**src/rtl/stash_pkg.sv**
```systemverilog
// Shared constants and beat-0 decode for the stash op5 sync stream.
// Optional statistics are controlled by STASH_SYNC_STATS_EN (see stash_sync_rx).
package stash_pkg;

    localparam logic [7:0]  SYNC_OPCODE   = 8'h05;
    localparam int          OPC_LSB       = 248;
    localparam int          SUBOP_LSB     = 240;
    localparam int          KEY_LSB       = 208;
    localparam int          SLOT_LSB      = 200;
    localparam int          PKT_KEY_W     = 32;
    localparam logic [31:0] KEEP_REQ_MASK = 32'hFE00_0000;

    typedef enum logic [7:0] {
        SUBOP_INSERT = 8'h01,
        SUBOP_DELETE = 8'h02,
        SUBOP_FLUSH  = 8'h03
    } subop_e;

    typedef enum logic [1:0] {
        S_IDLE,
        S_DRAIN,
        S_APPLY
    } rx_state_e;

    typedef struct packed {
        logic [7:0]           opcode;
        logic [7:0]           subop;
        logic [PKT_KEY_W-1:0] key;
        logic [7:0]           slot;
    } beat0_t;

    function automatic beat0_t decode_beat0(input logic [255:0] d);
        beat0_t h;
        h.opcode = d[OPC_LSB   +: 8];
        h.subop  = d[SUBOP_LSB +: 8];
        h.key    = d[KEY_LSB   +: PKT_KEY_W];
        h.slot   = d[SLOT_LSB  +: 8];
        return h;
    endfunction

endpackage

```
**src/rtl/stash_sync_cam.sv**
```systemverilog
// Mirror table of the stash key/slot map: valid/key registers, one update port,
// parallel match with a registered lookup result and registered occupancy.
module stash_sync_cam #(
    parameter int DEPTH  = 16,
    parameter int KEY_W  = 32,
    parameter int SLOT_W = $clog2(DEPTH)
) (
    input  logic              clk,
    input  logic              rst,
    input  logic              ins_en,
    input  logic              del_en,
    input  logic              flush_en,
    input  logic [KEY_W-1:0]  op_key,
    input  logic [SLOT_W-1:0] op_slot,
    output logic              del_hit,
    input  logic [KEY_W-1:0]  lkp_key,
    input  logic              lkp_valid,
    output logic              lkp_valid_q,
    output logic              lkp_hit,
    output logic [SLOT_W-1:0] lkp_slot,
    output logic [SLOT_W:0]   occupancy
);

    logic [DEPTH-1:0] valid_q;
    logic [DEPTH-1:0] valid_d;
    logic [KEY_W-1:0] key_q [DEPTH];
    logic [DEPTH-1:0] match;
    logic [SLOT_W-1:0] match_slot;
    logic [SLOT_W:0]   occ_d;

    assign del_hit = valid_q[op_slot] && (key_q[op_slot] == op_key);

    // An INSERT also drops any other slot holding the same key, keeping keys unique.
    always_comb begin
        // NOTE: every always_comb output gets a default first so no path leaves it unassigned (no latch).
        valid_d = valid_q;
        if (flush_en) begin
            valid_d = '0;
        end else if (ins_en) begin
            for (int i = 0; i < DEPTH; i++) begin
                if (valid_q[i] && (key_q[i] == op_key)) valid_d[i] = 1'b0;
            end
            valid_d[op_slot] = 1'b1;
        end else if (del_en) begin
            valid_d[op_slot] = 1'b0;
        end
    end

    always_comb begin
        // NOTE: blocking assignments here model combinational accumulation; registers below use <= only.
        occ_d      = '0;
        match_slot = '0;
        for (int i = 0; i < DEPTH; i++) begin
            match[i] = valid_q[i] && (key_q[i] == lkp_key);
            occ_d    = occ_d + (SLOT_W+1)'(valid_d[i]);
        end
        for (int i = DEPTH - 1; i >= 0; i--) begin
            if (match[i]) match_slot = SLOT_W'(i);
        end
    end

    always_ff @(posedge clk) begin
        if (rst) begin
            valid_q     <= '0;
            occupancy   <= '0;
            lkp_valid_q <= 1'b0;
            lkp_hit     <= 1'b0;
            lkp_slot    <= '0;
        end else begin
            valid_q     <= valid_d;
            occupancy   <= occ_d;
            lkp_valid_q <= lkp_valid;
            lkp_hit     <= lkp_valid && (|match);
            lkp_slot    <= (lkp_valid && (|match)) ? match_slot : '0;
        end
    end

    // NOTE: key storage is qualified by valid_q, so it needs no reset.
    always_ff @(posedge clk) begin
        if (ins_en) key_q[op_slot] <= op_key;
    end

endmodule

```
**src/rtl/stash_sync_rx.sv**
```systemverilog
// Receiver for the stash op5 sync stream: packet FSM, beat-0 decode, mirror table and lookup.
// Define STASH_SYNC_STATS_EN to build the saturating INSERT/DELETE/error counters.
module stash_sync_rx
    import stash_pkg::*;
#(
    parameter int DEPTH  = 16,
    parameter int KEY_W  = 32,
    parameter int SLOT_W = $clog2(DEPTH),
    parameter int CNT_W  = 16
) (
    input  logic              axis_aclk,
    input  logic              axis_reset,
    input  logic [255:0]      i_op5_sync_tdata,
    input  logic [31:0]       i_op5_sync_tkeep,
    input  logic [127:0]      i_op5_sync_tuser,
    input  logic              i_op5_sync_tvalid,
    output logic              o_op5_sync_tready,
    input  logic              i_op5_sync_tlast,
    input  logic [KEY_W-1:0]  i_lkp_key,
    input  logic              i_lkp_valid,
    output logic              o_lkp_valid,
    output logic              o_lkp_hit,
    output logic [SLOT_W-1:0] o_lkp_slot,
    output logic [SLOT_W:0]   o_occupancy,
    output logic [CNT_W-1:0]  o_ins_cnt,
    output logic [CNT_W-1:0]  o_del_cnt,
    output logic [CNT_W-1:0]  o_err_cnt
);

    rx_state_e        state;
    logic             tready_q;
    logic             hs;
    beat0_t           hdr;
    logic [7:0]       cap_opcode;
    logic [7:0]       cap_subop;
    logic [KEY_W-1:0] cap_key;
    logic [7:0]       cap_slot;
    logic             cap_keep_ok;
    logic             slot_ok;
    logic             del_hit;
    logic             ins_en, del_en, flush_en, pkt_err;
    logic             unused_ok;

    assign unused_ok = ^{i_op5_sync_tuser, i_op5_sync_tdata[SLOT_LSB-1:0], i_op5_sync_tkeep[24:0]};

    // tready_q resets to 1 so the port opens on the first cycle after reset.
    assign o_op5_sync_tready = tready_q && !axis_reset;
    assign hs  = i_op5_sync_tvalid && o_op5_sync_tready;
    assign hdr = decode_beat0(i_op5_sync_tdata);

    always_ff @(posedge axis_aclk) begin
        if (axis_reset) begin
            state       <= S_IDLE;
            tready_q    <= 1'b1;
            cap_opcode  <= '0;
            cap_subop   <= '0;
            cap_key     <= '0;
            cap_slot    <= '0;
            cap_keep_ok <= 1'b0;
        end else begin
            case (state)
                S_IDLE: if (hs) begin
                    cap_opcode  <= hdr.opcode;
                    cap_subop   <= hdr.subop;
                    cap_key     <= KEY_W'(hdr.key);
                    cap_slot    <= hdr.slot;
                    cap_keep_ok <= (i_op5_sync_tkeep & KEEP_REQ_MASK) == KEEP_REQ_MASK;
                    state       <= i_op5_sync_tlast ? S_APPLY : S_DRAIN;
                    tready_q    <= !i_op5_sync_tlast;
                end
                S_DRAIN: if (hs && i_op5_sync_tlast) begin
                    state    <= S_APPLY;
                    tready_q <= 1'b0;
                end
                default: begin
                    state    <= S_IDLE;
                    tready_q <= 1'b1;
                end
            endcase
        end
    end

    assign slot_ok = {1'b0, cap_slot} < 9'(DEPTH);

    always_comb begin
        ins_en   = 1'b0;
        del_en   = 1'b0;
        flush_en = 1'b0;
        pkt_err  = 1'b0;
        if (state == S_APPLY) begin
            if ((cap_opcode != SYNC_OPCODE) || !cap_keep_ok) begin
                pkt_err = 1'b1;
            end else begin
                case (cap_subop)
                    SUBOP_INSERT: if (slot_ok) ins_en = 1'b1; else pkt_err = 1'b1;
                    SUBOP_DELETE: if (slot_ok && del_hit) del_en = 1'b1; else pkt_err = 1'b1;
                    SUBOP_FLUSH:  flush_en = 1'b1;
                    default:      pkt_err = 1'b1;
                endcase
            end
        end
    end

    stash_sync_cam #(
        .DEPTH  (DEPTH),
        .KEY_W  (KEY_W),
        .SLOT_W (SLOT_W)
    ) u_cam (
        .clk         (axis_aclk),
        .rst         (axis_reset),
        .ins_en      (ins_en),
        .del_en      (del_en),
        .flush_en    (flush_en),
        .op_key      (cap_key),
        .op_slot     (cap_slot[SLOT_W-1:0]),
        .del_hit     (del_hit),
        .lkp_key     (i_lkp_key),
        .lkp_valid   (i_lkp_valid),
        .lkp_valid_q (o_lkp_valid),
        .lkp_hit     (o_lkp_hit),
        .lkp_slot    (o_lkp_slot),
        .occupancy   (o_occupancy)
    );

`ifdef STASH_SYNC_STATS_EN
    always_ff @(posedge axis_aclk) begin
        if (axis_reset) begin
            o_ins_cnt <= '0;
            o_del_cnt <= '0;
            o_err_cnt <= '0;
        end else begin
            if (ins_en  && (o_ins_cnt != '1)) o_ins_cnt <= o_ins_cnt + CNT_W'(1);
            if (del_en  && (o_del_cnt != '1)) o_del_cnt <= o_del_cnt + CNT_W'(1);
            if (pkt_err && (o_err_cnt != '1)) o_err_cnt <= o_err_cnt + CNT_W'(1);
        end
    end
`else
    assign o_ins_cnt = '0;
    assign o_del_cnt = '0;
    assign o_err_cnt = '0;
`endif

endmodule

```
**config.mk**
```make
export PLATFORM = sky130hd
export DESIGN_NAME = stash_sync_rx
export DESIGN_NICKNAME = d
export VERILOG_FILES = /design/src/rtl/stash_pkg.sv /design/src/rtl/stash_sync_cam.sv /design/src/rtl/stash_sync_rx.sv
export SDC_FILE = /design/constraint.sdc
export NUM_CORES = 1
export LEC_CHECK = 0
export CORE_MARGIN = 2
export CORE_UTILIZATION = 50
export CTS_CLUSTER_DIAMETER = 40
export CTS_CLUSTER_SIZE = 40
export DETAILED_ROUTE_END_ITERATION = 10
export PLACE_DENSITY_LB_ADDON = 0.2
export SYNTH_ARGS = -nofsm -noshare
export SYNTH_HDL_FRONTEND = slang
export SYNTH_HIERARCHICAL = 1
export SYNTH_SLANG_ARGS = --single-unit
```
**constraint.sdc**
```tcl
create_clock -name axis_aclk -period 18.08 [get_ports axis_aclk]
set_clock_uncertainty 0.1 [all_clocks]
set_input_delay 3.616 -clock axis_aclk [delete_from_list [all_inputs] [get_ports axis_aclk]]
set_output_delay 3.616 -clock axis_aclk [all_outputs]
set_load 0.02 [all_outputs]
```
==> metrics.md <==
| Metric | Value |
|---|---|
| Status | `completed` |
| Reg clk slew, reported paths | `50 ps` |
| IO Pins | `513` |
| Total gr overflow | `0` |
| F_max | `92.0 MHz` |
| Final hold vios | `0` |
| H-tree levels | `3` |
| Leak | `approximately 12 nW` |
| Mapped Cells | `roughly 2800` |
| EDFF count, synth | `512` |
| # setup viols final | `0` |
| Number of nets in the layout | `3415` |
| I/O Buffers | `111` |
| Die Wd | `273 um` |
| Layout cell share with drive strength beyond 1 | `16.8%` |
| Setup Crit Path Kind | `reg -> reg` |
| CP arrival | `11360 ps` |
| CTS resizes | `0` |
| Seq pwr share | `36.8%` |
| Std-Cell Rows | `98` |
| Worst Max-Slew Pin Slew | `1300 ps` |
| CP max stage cell | `nor3_1` |
| RD Place Congestion | `1.03` |
| 1st-iter DRT viols | `3966` |
| WL final | `160000 um` |
| Clock root buffer | `clkbuf_16` |
| RSZ-0062 raised after global routing | `no` |
| CP required | `18570 ps` |
| Routed length per instance | `40.1 um` |
| Mean Syn Cell Area | `12.7 sq um` |
| Clock Latency Late Sink | `slightly below 700 ps` |
| Fin util | `between 50 and 60%` |
| Setup TNS | `0 ps` |
| Pin count of the biggest net entering global routing | `a little over 60` |
| Pwr/cell area | `98.6 mW/mm^2` |
| CTS tree | `done` |
| Worst-path fanout max | `between 40 and 50` |
| Synth Flop Type | `edfxtp_1` |
| Number of cells after detailed placement | `3784` |
| Cts-stage hold buffer count | `0` |
| First-pass DRT Iterations | `8` |
| Clock Path Buffers | `3` |
| CP endpoint kind | `flop` |
| Sequential share of the synthesized area | `47.5%` |
| GRT Overall Usage | `43.1%` |
| Synth Register Bits | `about 600` |
| Clock tree sinks | `599` |
| Detailed-route via count | `27300` |
| Final ANT Viol Nets | `0` |
| Switching power | `1.06 mW` |
| Max_cap viols | `0` |
| Ys async rst share | `0%` |
| Worst vdd ir | `106 uV` |
| CP max stage delay | `970 ps` |
| Core Area | `0.0715 sq mm` |
| Min-Delay Path Class | `reg -> reg` |
| Fin crit period | `10870 ps` |
| Syn-to-layout area delta | `16.2%` |
| CP dominant cell by count | `fa_1` |
| Filler cells | `5791` |
| Vias in the first global route | `26300` |
| First-pass GRT wire length | `218000 um` |
| Initial antenna violation count | `7` |
| Pint | `between 3 and 4 mW` |
| Switching Share | `25.5%` |
| Comb pwr share | `9.0%` |
| Starting Density | `50.4%` |
| Total CTS buffers | `111` |
| Tcrit/Tclk final | `approximately three fifths` |
| Synth cell types | `57` |
| DRC viols | `0` |
| Final std cells w/o fill | `roughly 4000` |
| Die height | `273 um` |
| Clock power frac | `about 54%` |
| Worst setup SP type | `flop` |
| Setup bufs post-CTS | `0` |
| Via density | `6.81` |
| Full die area | `0.0743 sq mm` |
| Slew Limit Fails | `0` |
| Mapped Area | `0.0361 sq mm` |
| Max transition margin | `approximately an eighth` |
| Detailed Place HPWL | `112000 um` |
| Ys Warns | `6` |
-- synth_stat cells, types with 4 or more instances --
cell	instances	area share, %
a21oi_1	69	0.96
mux2i_1	17	0.47
edfxtp_1	512	43
and3_1	4	0.069
nand4_1	200	3.5
nor3_1	17	0.24
nand3b_1	6	0.12
buf_4	73	1.5
nor2b_1	10	0.17
nand3_1	97	1.3
clkbuf_1	78	0.81
buf_2	62	0.86
mux4_2	156	9.7
nor2_1	47	0.49
xnor2_1	785	19
or4_1	10	0.21
inv_1	19	0.20
nor4_1	109	1.9
buf_1	13	0.14
o21bai_1	10	0.21
fa_1	10	0.56
o21ai_0	17	0.24
dfxtp_1	87	4.8
o221ai_1	8	0.19
o21ai_1	58	0.81
ha_1	5	0.17
nand2_1	16	0.17
buf_6	30	0.94
xor2_1	263	6.4
-- final cells by class --
class                           instances  area [sq um]  area share, %
Tap cell                              950          1190           2.84
Clock buffer                          132          2930           6.99
Antenna cell                            7          17.5         0.0418
Clock inverter                         80          1070           2.54
Multi-Input combinational cell       2006         17600           42.1
Timing Repair Buffer                  208          1840           4.38
Inverter                               21          78.8          0.188
Sequential cell                       599         17200           41.0
-- cells by family after synthesis --
family	after synthesis	share of synthesized area [%]
xor+xnor	1048	25.5
flops	599	47.5
simple gates	536	8.68
buf+inv	277	4.48
compound gates	183	2.86
mux	176	10.3
fa+ha+maj	15	0.729
other cells	1	0.0104
-- flip-flops by register name, indices dropped and copies added, names as in the netlist --
signal,flops
cap_subop,8
u_cam/lkp_valid_q,1
tready_q,1
u_cam/lkp_hit,1
cap_slot,8
cap_key,32
state,2
cap_opcode,8
u_cam/lkp_slot,4
u_cam/key_q,512
u_cam/valid_q,16
u_cam/occupancy,5
cap_keep_ok,1
-- critical path, delay by kind of cell (launching register included) --
family / cells / cell delay (ps)
and+or+nand+nor: 7 / 3090
muxes: 2 / 1190
DFF: 1 / 770
adders and majority gates: 6 / 2760
AOI/OAI and AO/OA: 5 / 1180
buffers and inverters: 5 / 1600
-- path summary, 6_finish.rpt --
check                                         startpoint                            end  slack, ps  cells after the start
worst max register to register  cap_slot[1]$_SDFFE_PP0P_  u_cam/occupancy[4]$_SDFF_PP0_       7210                     25
worst min register to register  cap_key[27]$_SDFFE_PP0P_  u_cam/key_q[14][27]$_DFFE_PP_        360                      0
worst max-delay path            cap_slot[1]$_SDFFE_PP0P_  u_cam/occupancy[4]$_SDFF_PP0_       7210                     25
worst min-delay path            cap_key[27]$_SDFFE_PP0P_  u_cam/key_q[14][27]$_DFFE_PP_        360                      0
-- metal layers --
layer  wire length (um)  vias up  GRT usage (%)  share of wire (%)
met1              60300    13800           58.2                 38
met5                 27        -              0              0.017
li1                   -    10600              -                  -
met4              11200        4           25.2                7.0
met3              21600      506           13.0                 13
met2              67200     2343           61.5                 42
-- cells in the final DEF, fill, tap and decap left out, types with 7 or more instances in the layout --
cell             count
xnor2_1            785
edfxtp_1           512
xor2_1             263
nand4_1            200
mux4_2             156
clkbuf_16          113
clkdlybuf4s50_1    110
nor4_1             109
buf_4               98
nand3_1             97
a21oi_1             69
o21ai_1             58
dfxtp_1             50
conb_1              48
dfxtp_2             35
nor2_1              31
bufinv_16           19
inv_1               19
o21ai_0             17
mux2i_1             17
nand2_1             16
clkbuf_1            16
nor2_4              16
nor3_1              15
inv_6               13
clkinvlp_4          12
clkinv_4            11
clkinv_2            11
nor2b_1             10
or4_1               10
o21bai_1            10
fa_1                10
o221ai_1             8
diode_2              7
clkinv_1             7
-- power groups by stage --
stage	Sequential, mW	Clock, mW	Combinational (mW)
final	1.52	2.24	0.371
after global routing	1.52	2.31	0.379
after CTS	1.52	2.25	0.359
after detailed placement	1.55	0	0.357
after global placement	1.55	0	0.356
after floorplan	1.54	0	0.231
-- per-stage QoR --
stage	area, sq um	worst slack (ps)	hold WS, ps	power (mW)
2_1_floorplan	36200	10130	349	1.77
3_3_place_gp	37900	7600	342	1.90
6_report	41900	7210	360	4.13
4_1_cts	41900	7490	362	4.13
3_5_place_dp	37900	7540	343	1.91
5_1_grt	41900	7030	373	4.21
Power figures use the tool's default switching activity.
